## src/rtl/fetch_queue.sv

```systemverilog
`default_nettype none
// ============================================================================
// Module      : fetch_queue
// Description : Instruction fetch unit with a credit-limited prefetch FIFO
//               of {instruction, PC} pairs and redirect/flush support.
// Revision    : 1.0  initial release
// ============================================================================
module fetch_queue #(
    parameter int IW    = 32,
    parameter int DEPTH = 4
) (
    input  logic          clk,
    input  logic          reset,
    output logic [IW-1:0] o_pc_addr,
    output logic          o_pc_rd,
    output logic [3:0]    o_pc_byte_en,
    input  logic [IW-1:0] i_pc_rddata,
    input  logic          i_redirect,
    input  logic [IW-1:0] i_redirect_pc,
    output logic          o_inst_valid,
    output logic [IW-1:0] o_inst,
    output logic [IW-1:0] o_inst_pc,
    input  logic          i_inst_ready
);

    localparam int AW = (DEPTH > 1) ? $clog2(DEPTH) : 1;
    localparam int CW = AW + 1;

    localparam logic [0:0]    S_IDLE  = 1'b0;
    localparam logic [0:0]    S_RUN   = 1'b1;
    localparam logic [CW-1:0] c_depth = CW'(DEPTH);

    logic [0:0]      r_state;
    logic [IW-1:0]   r_fetch_pc;
    logic [AW-1:0]   r_rd_ptr;
    logic [AW-1:0]   r_wr_ptr;
    logic [CW-1:0]   r_count;
    logic            r_inflight;
    logic [IW-1:0]   r_inflight_pc;
    logic            r_drop;

    logic [IW-1:0]   r_fifo_inst [DEPTH];
    logic [IW-1:0]   r_fifo_pc   [DEPTH];

    logic [CW-1:0]   w_used;
    logic            w_credit;
    logic            w_rd;
    logic            w_push;
    logic            w_pop;
    logic            w_unused_pc_lsb;

    // Slots already claimed include the response still on its way back.
    assign w_used   = r_count + {{AW{1'b0}}, r_inflight};
    assign w_credit = (w_used < c_depth);
    assign w_rd     = (r_state == S_RUN) && w_credit && !i_redirect;

    // A response coinciding with a redirect belongs to the old stream.
    assign w_push   = r_inflight && !r_drop && !i_redirect;
    assign w_pop    = o_inst_valid && i_inst_ready && !i_redirect;

    assign o_pc_rd      = w_rd;
    assign o_pc_addr    = r_fetch_pc;
    assign o_pc_byte_en = 4'b1111;
    assign o_inst_valid = (r_count != '0);
    assign o_inst       = r_fifo_inst[r_rd_ptr];
    assign o_inst_pc    = r_fifo_pc[r_rd_ptr];

    assign w_unused_pc_lsb = ^i_redirect_pc[1:0];

    always_ff @(posedge clk or negedge reset) begin
        if (!reset) begin
            r_state <= S_IDLE;
        end else begin
            case (r_state)
                S_IDLE:  r_state <= S_RUN;
                S_RUN:   r_state <= S_RUN;
                default: r_state <= S_IDLE;
            endcase
        end
    end

    always_ff @(posedge clk or negedge reset) begin
        if (!reset) begin
            r_fetch_pc    <= '0;
            r_inflight    <= 1'b0;
            r_inflight_pc <= '0;
            r_drop        <= 1'b0;
        end else begin
            r_inflight <= w_rd;
            r_drop     <= i_redirect && r_inflight;
            if (w_rd) begin
                r_inflight_pc <= r_fetch_pc;
            end
            if (i_redirect) begin
                r_fetch_pc <= {i_redirect_pc[IW-1:2], 2'b00};
            end else if (w_rd) begin
                r_fetch_pc <= r_fetch_pc + IW'(4);
            end
        end
    end

    always_ff @(posedge clk or negedge reset) begin
        if (!reset) begin
            r_rd_ptr <= '0;
            r_wr_ptr <= '0;
            r_count  <= '0;
        end else if (i_redirect) begin
            r_rd_ptr <= '0;
            r_wr_ptr <= '0;
            r_count  <= '0;
        end else begin
            if (w_push) begin
                r_wr_ptr <= r_wr_ptr + AW'(1);
            end
            if (w_pop) begin
                r_rd_ptr <= r_rd_ptr + AW'(1);
            end
            case ({w_push, w_pop})
                2'b10:   r_count <= r_count + CW'(1);
                2'b01:   r_count <= r_count - CW'(1);
                default: r_count <= r_count;
            endcase
        end
    end

    // Payload storage carries no reset; validity is tracked by r_count.
    always_ff @(posedge clk) begin
        if (w_push) begin
            r_fifo_inst[r_wr_ptr] <= i_pc_rddata;
            r_fifo_pc[r_wr_ptr]   <= r_inflight_pc;
        end
    end

    always_ff @(posedge clk) begin
        if (reset && w_push && !w_pop) begin
            assert (r_count != c_depth);
        end
    end

endmodule
`default_nettype wire

```

## config.mk

```make
export PLATFORM = sky130hd
export DESIGN_NAME = fetch_queue
export DESIGN_NICKNAME = d
export VERILOG_FILES = /design/src/rtl/fetch_queue.sv
export SDC_FILE = /design/constraint.sdc
export NUM_CORES = 1
export LEC_CHECK = 0
export ABC_CLOCK_PERIOD_IN_PS = 3500
export BUFFER_PORTS_ARGS = -buffer_cell sky130_fd_sc_hd__buf_4
export CORE_AREA = 2 2 131 196
export DETAILED_ROUTE_END_ITERATION = 8
export DIE_AREA = 0 0 133 198
export HOLD_SLACK_MARGIN = 0.05
export PLACE_DENSITY = 0.76
export SYNTH_ARGS = -nofsm -noshare
export SYNTH_HDL_FRONTEND = slang
export SYNTH_SLANG_ARGS = --single-unit
```

## constraint.sdc

```tcl
create_clock -name clk -period 3.5 [get_ports clk]
set_clock_uncertainty 0.15 [all_clocks]
set_input_delay 0.7 -clock clk [delete_from_list [all_inputs] [get_ports clk]]
set_output_delay 0.7 -clock clk [all_outputs]
set_load 0.05 [all_outputs]
```

==> flow_summary.yaml, run 1 <==
drt:
  postRouteAntennaNets: 0
  vias: 6369
  detail_route.wl_per_cell_um: 20.1
  detail_route.drc_violations: 0
  detailedRoute.firstIterationViolations: 449
  vias_per_cell: 5.38
  wirelength_um: 23800
  drt_pre_antenna_iters: 4
yosys:
  yosys.area.top_type_share_pct: 60.1
  postSynth.asyncResetShare_pct: 22.0
  synth_flop_cell: "edfxtp_1"
  ys_warn_count: 0
  yosysSeqAreaShare_pct: 74.3
  post-synth-top-area-cell: "edfxtp_1"
  library_cells_used_by_synthesis: 41
  synthesis.area_um2: 12400
  syn-instance-count: 657
  synth_seq_cells: 318
  synth_edf_count: 248
  synthesis.area_per_instance_um2: 18.9
  synth.area.top_cells: "edfxtp_1 (60%), dfrtp_1 (14%), mux4_2 (11%)"
finish:
  area_growth_pct: 21.4
  final_core_util_pct: 60.7
  antenna_cells: 0
  nets_finish: 908
  final_cells: 1184
  post_route_cells_drive_above_1_share_pct: 37.9
sta:
  grt_setup_unrepaired: "false"
  fmaxAchievable_ghz: 0.315
  hold_viol_final: 0
  setup_tns_ns: 0
  tightestPinTransition_ns: 0.935
  slew_headroom_pct: 35.9
  finalHoldWorstSlack_ns: 0.127
  period_share_pct: 90.6
  setup-violations-final: 0
  fin_crit_ns: 3.17
  timing_max_transition_violations_final: 0
global_routing:
  grt_max_degree: 71
  overflow: 0
  grt_pass1_vias: 6719
  first_pass_grt_wire_length_um: 37100
  antenna_found_initial: 0
  groute.usage.overall_pct: 18.2
setup_path:
  critPathBufInv: 2
  crit_type: "reg2out"
  worst_path_dominant_cell_family: "flip-flops"
  critical_path_depth: 3
  critPathLaunchType: "register"
  critPathMaxFanout: 24
  critical_path.slowest_cell: "dfrtp_4"
  worstPathRequired_ns: 2.65
  timing.rr.start: "o_pc_addr[8]$_DFFE_PN0N_"
  crit_path_cell_trace: "buf_12 > mux4_2 > buf_4"
  worst-endpoint-arrival_ns: 2.32
  r2r_cells: 5
  critPathMaxStageDelay_ns: 0.77
  critPathLaunch: "r_rd_ptr[0]$_DFFE_PN0P_"
  end_kind: "output pin"
power_and_ir_drop:
  power.share.clock_pct: 28.1
  switching_share_pct: 32.3
  total_switching_power_w: 0.00362
  power.internal_w: 0.00758
  power-per-cell-area_nw_per_um2: 745
  power.total_w: 0.0112
  ir_worst_vdd_mv: 0.554
  leakage_power_nw: 5.34
  comb_pwr_share_pct: 27.6
  power_frac_seq_pct: 44.3
die:
  die_x_um: 133
  rows: 71
  dieArea_um2: 26300
  num_io_pins: 170
  initial_core_util_pct: 50.0
  floorplan.core_area_um2: 24800
  chipHeight_um: 198
cts:
  ctsLongestPathBuffers: 3
  ctsRootBufferMaster: "clkbuf_16"
  clkLatencyLatePin_ns: 0.55
  clock_tree_from_tritoncts: "built"
  cts.repair_timing.setup_buffer_count: 0
  cts.htree.levels: 1
  numCtsBuffers: 29
  postCtsHoldBufs: 0
  cts.sink_count: 318
  postCtsResizedCells: 0
  clk_pin_slew_worst_paths_ns: 0.07
run_status:
  status: "finished, final reports clean"
placed_design:
  gp_congestion: 0.761
  portBuffers: 159
  place_hpwl_um: 15100
  numPlacedInstances: 1131
min_path:
  timing.hold.worst.class: "in2async"
run:
  maxCapViolCount: 0
worst register-to-register path, delay by kind of cell, from the launching register on:
kind	cells	cell delay, ns
flip-flops	1	0.47
AO/OA/AOI/OAI	1	0.16
AND/OR/NAND/NOR	4	1.42
sequential cells by signal (all words and copies together), names as in the netlist, 2 cells and up:
name,cells
r_fifo_inst,128
r_rd_ptr,2
r_inflight_pc,30
r_fifo_pc,120
r_wr_ptr,2
r_count,3
o_pc_addr,30
cell type report:
| cell class | count | area [um2] |
|---|---|---|
| Fill cell | 1799 | 9750 |
| Sequential cell | 318 | 9200 |
| Multi-Input combinational cell | 303 | 3020 |
| Timing Repair Buffer | 175 | 1410 |
| Clock buffer | 36 | 782 |
| Tap cell | 328 | 410 |
| Clock inverter | 17 | 183 |
| Inverter | 7 | 26.3 |
path summary, 6_finish.rpt:
| path | endpoint | slack [ns] |
|---|---|---|
| min in group clk | r_fifo_inst[2][0]$_DFFE_PP_ | 0.20 |
| max in group asynchronous | r_rd_ptr[0]$_DFFE_PN0P_ | 2.35 |
| worst min-delay path | o_pc_addr[8]$_DFFE_PN0N_ | 0.13 |
| worst min register to register | r_fifo_pc[2][19]$_DFFE_PP_ | 0.36 |
| worst max-delay path | o_inst[14] | 0.33 |
| worst max register to register | o_pc_addr[28]$_DFFE_PN0N_ | 1.21 |
power by group through the flow:
stage | Clock (W) | Sequential, W | Combinational (W)
3_3_place_gp | 0 | 0.00500 | 0.00309
3_5_place_dp | 0 | 0.00504 | 0.00312
6_report | 0.00315 | 0.00496 | 0.00309
2_1_floorplan | 0 | 0.00496 | 0.00221
4_1_cts | 0.00321 | 0.00496 | 0.00314
5_1_grt | 0.00335 | 0.00502 | 0.00325
cell usage in the layout (no fill, tap or decap), types with 9 or more instances in the layout:
cell type  synthesis  final
buf_4              8    167
clkbuf_16          0     29
conb_1             2      9
dfrtp_1           70     68
edfxtp_1         248    248
mux2_2            29     29
mux4_2            62     62
nand2_1           45     45
nand3_1           10     10
nand4_1           17     17
nor2_1            13     13
o21ai_0           15     15
o21ai_1           16     16
xnor2_1           16     16
xor2_1            15     15
logic make-up (layout without fill, tap and decap cells):
| family | after synthesis | after routing | share of synthesized area [%] |
|---|---|---|---|
| simple gates | 125 | 125 | 5.31 |
| mux | 95 | 95 | 14.2 |
| xor+xnor | 31 | 31 | 2.19 |
| buf+inv | 43 | 235 | 1.67 |
| compound gates | 37 | 37 | 1.60 |
| other cells | 2 | 9 | 0.0606 |
| fa+ha+maj | 6 | 6 | 0.667 |
| flops | 318 | 318 | 74.3 |
synth_stat cells (2+ instances only):
master and n:
and4_1 2, o21ai_1 16, nor4_1 8, conb_1 2, edfxtp_1 248, nand4_1 17
xor2_1 15, nor3_1 7, a31oi_1 2, and2_1 8, buf_4 8, mux2_2 29
buf_2 12, ha_1 5, inv_1 6, or3_1 3, and3_1 4, mux4_2 62
nor2_1 13, dfrtp_1 70, mux2i_1 4, nand3_1 10, xnor2_1 16, nand2_1 45
o21ai_0 15, clkbuf_1 15
metal layers:
layer	GRT usage [%]	part of all wire [%]	up-vias
li1	-	-	2917
met1	22.5	39	3257
met2	33.3	54	159
met3	2.66	4.1	36
met4	5.42	2.2	0
met5	0	0	-
per-stage QoR:
step,setup WS (ns),instance area [um2]
floorplan,0.390,12400
global placement,0.803,14100
detailed placement,0.789,14100
CTS,0.258,15000
global route,0.201,15000
finish,0.327,15000
Note: power is estimated with default switching activity, not from simulation.
==> inputs of run 2 (changes only) <==
--- a/config.mk
+++ b/config.mk
@@ -5,13 +5,13 @@
 export SDC_FILE = /design/constraint.sdc
 export NUM_CORES = 1
 export LEC_CHECK = 0
-export ABC_CLOCK_PERIOD_IN_PS = 3500
+export ABC_CLOCK_PERIOD_IN_PS = 2800
 export BUFFER_PORTS_ARGS = -buffer_cell sky130_fd_sc_hd__buf_4
 export CORE_AREA = 2 2 131 196
 export DETAILED_ROUTE_END_ITERATION = 8
 export DIE_AREA = 0 0 133 198
 export HOLD_SLACK_MARGIN = 0.05
-export PLACE_DENSITY = 0.76
+export PLACE_DENSITY = 0.79
 export SYNTH_ARGS = -nofsm -noshare
 export SYNTH_HDL_FRONTEND = slang
 export SYNTH_SLANG_ARGS = --single-unit
==> constraint.sdc (replaced) <==
create_clock -name clk -period 2.8 [get_ports clk]
set_clock_uncertainty 0.15 [all_clocks]
set_input_delay 0.56 -clock clk [delete_from_list [all_inputs] [get_ports clk]]
set_output_delay 0.56 -clock clk [all_outputs]
set_load 0.05 [all_outputs]
==> run 2 against run 1 <==
Largest cell class unchanged. Utilization grew 1.8 points. Worst setup slack worse by 0.28 ns. Hold slack worse by 0.057 ns. Design area rose by 2.9%. First-iteration DRC count down 18%. Count of clock-buffer cells in the layout increased by 2. Sequential share of layout area shrank 1.7 points. Power increased by 29%. Die area unchanged.
==> flow_summary.yaml, run 2 (synthesis gave the netlist of run 1 again) <==
drt:
  detailedRoute.firstIterationViolations: 368
  detail_route.drc_violations: 0
  wirelength_um: 24200
  vias: 6586
  drt_pre_antenna_iters: 4
  detail_route.wl_per_cell_um: 20.1
  vias_per_cell: 5.46
  postRouteAntennaNets: 0
setup_path:
  timing.reg2reg.setup_slack_ns: 0.50
  crit_type: "reg2out"
  crit_path_end: "o_inst_pc[15]"
  worst-endpoint-arrival_ns: 2.04
  end_kind: "output pin"
  critPathMaxFanout: 22
  r2r_cells: 5
  worstReg2RegEnd: "o_pc_addr[28]$_DFFE_PN0N_"
  critPathLaunchType: "register"
  worstPathRequired_ns: 2.09
  timing.rr.start: "o_pc_addr[9]$_DFFE_PN0N_"
  critPathLaunch: "r_rd_ptr[0]$_DFFE_PN0P_"
power_and_ir_drop:
  leakage_power_nw: 5.52
  ir_worst_vdd_mv: 0.654
  power-per-cell-area_nw_per_um2: 933
finish:
  antenna_cells: 0
  largest_reg_flops: 128
  most_frequent_cells_in_the_layout: "edfxtp_1 (248), buf_4 (132), dfrtp_1 (68)"
  layout.cell_area.non_filler_um2: 15500
  final_core_util_pct: 62.4
  regMostFlops: "r_fifo_inst"
  nets_finish: 930
  most_common_cell_after_layout_fill_and_taps_aside: "edfxtp_1"
  area_growth_pct: 24.9
  final.fill_count: 1727
  final_cells: 1206
  largest_registers: "r_fifo_inst (128), r_fifo_pc (120)"
  post_route_cells_drive_above_1_share_pct: 37.4
die:
  rows: 71
  floorplan.core_area_um2: 24800
  num_io_pins: 170
  die_x_um: 133
  dieArea_um2: 26300
  chipHeight_um: 198
  initial_core_util_pct: 50.0
sta:
  hold_viol_final: 0
  tightestPinTransition_ns: 0.613
  period_share_pct: 98.4
  setup-violations-final: 0
  fmaxAchievable_ghz: 0.363
  finalHoldWorstSlack_ns: 0.0705
  timing_max_transition_violations_final: 0
  slew_headroom_pct: 59.1
  fin_crit_ns: 2.75
  grt_setup_unrepaired: "true"
global_routing:
  grt_pass1_vias: 6790
  grt_max_degree: 57
  groute.usage.overall_pct: 18.4
  first_pass_grt_wire_length_um: 37400
  overflow: 0
  antenna_found_initial: 0
placed_design:
  place_hpwl_um: 15200
  gp_congestion: 0.785
  postPlaceCellArea_um2: 14100
  portBuffers: 159
  numPlacedInstances: 1136
cts:
  ctsLongestPathBuffers: 3
  cts.htree.levels: 1
  clk_pin_slew_worst_paths_ns: 0.07
  numCtsBuffers: 28
  cts.repair_timing.setup_buffer_count: 0
  clock_tree_from_tritoncts: "built"
  ctsRootBufferMaster: "clkbuf_16"
  clkLatencyLatePin_ns: 0.54
  cts.sink_count: 318
run:
  maxCapViolCount: 0
min_path:
  timing.hold.worst.class: "in2reg"
run_status:
  status: "finished, final reports clean"
run 2: changes by cell type in the layout (fill, tap and decap cells not counted), sizes merged:
cell         change
buf              +6
bufinv           +2
clkbuf           +2
clkinv           -4
dlygate4sd3     +17
inv              -1
run 2: worst min-delay path by stage:
stage                                        startpoint                      endpoint  slack [ns]  depth (start not counted)
after floorplan                                   reset     o_pc_addr[10]$_DFFE_PN0N_        0.11                          0
after global placement    r_inflight_pc[23]$_DFFE_PN0P_    r_fifo_pc[1][23]$_DFFE_PP_        0.33                          0
after detailed placement  r_inflight_pc[16]$_DFFE_PN0P_    r_fifo_pc[0][16]$_DFFE_PP_        0.34                          0
after CTS                                i_pc_rddata[9]   r_fifo_inst[0][9]$_DFFE_PP_        0.05                          1
after global routing                    i_pc_rddata[25]  r_fifo_inst[1][25]$_DFFE_PP_        0.05                          1
final                                  i_redirect_pc[5]      o_pc_addr[5]$_DFFE_PN0N_        0.07                          3
run 2: final cells by class:
class / count / area (um2) / share of cell area (%)
Clock buffer: 38 / 800 / 5.17
Clock inverter: 14 / 208 / 1.34
Sequential cell: 318 / 9210 / 59.5
Tap cell: 328 / 410 / 2.65
Timing Repair Buffer: 198 / 1810 / 11.7
Inverter: 7 / 26.3 / 0.170
Multi-Input combinational cell: 303 / 3020 / 19.5
run 2: repair_timing:
action,in CTS,in global routing
hold endpoints to repair,96,0
setup endpoints to repair,42,40
cloned,1,0
hold buffers,17,0
gates resized for setup,6,36
run 2: stage by stage:
step / power (W) / setup TNS, ns / setup WS (ns)
after floorplan: 0.00895 / 0 / 0.397
after global placement: 0.0101 / 0 / 0.492
after detailed placement: 0.0102 / 0 / 0.468
after CTS: 0.0144 / 0 / 0.00475
after global routing: 0.0150 / -0.0978 / -0.0295
final: 0.0144 / 0 / 0.0457
run 2: metal layers:
| metal | part of all wire (%) | track usage (%) | vias up |
|---|---|---|---|
| met5 | 0 | 0 | - |
| met3 | 4.6 | 2.36 | 32 |
| met2 | 54 | 33.1 | 198 |
| met1 | 39 | 23.1 | 3389 |
| li1 | - | - | 2967 |
| met4 | 2.1 | 6.41 | 0 |
run 2: worst max-delay path, stage by stage, from the launching register on:
cell and delay, ns:
dfrtp_4 0.50, buf_12 0.23, mux4_2 0.56, buf_6 0.18
run 2: power by group:
part / leakage (nW) / internal (W) / switching (W)
combinational: 1.94 / 0.00170 / 0.00252
sequential: 3.10 / 0.00570 / 0.000424
clock: 0.483 / 0.00247 / 0.00163
total: 5.52 / 0.00987 / 0.00457
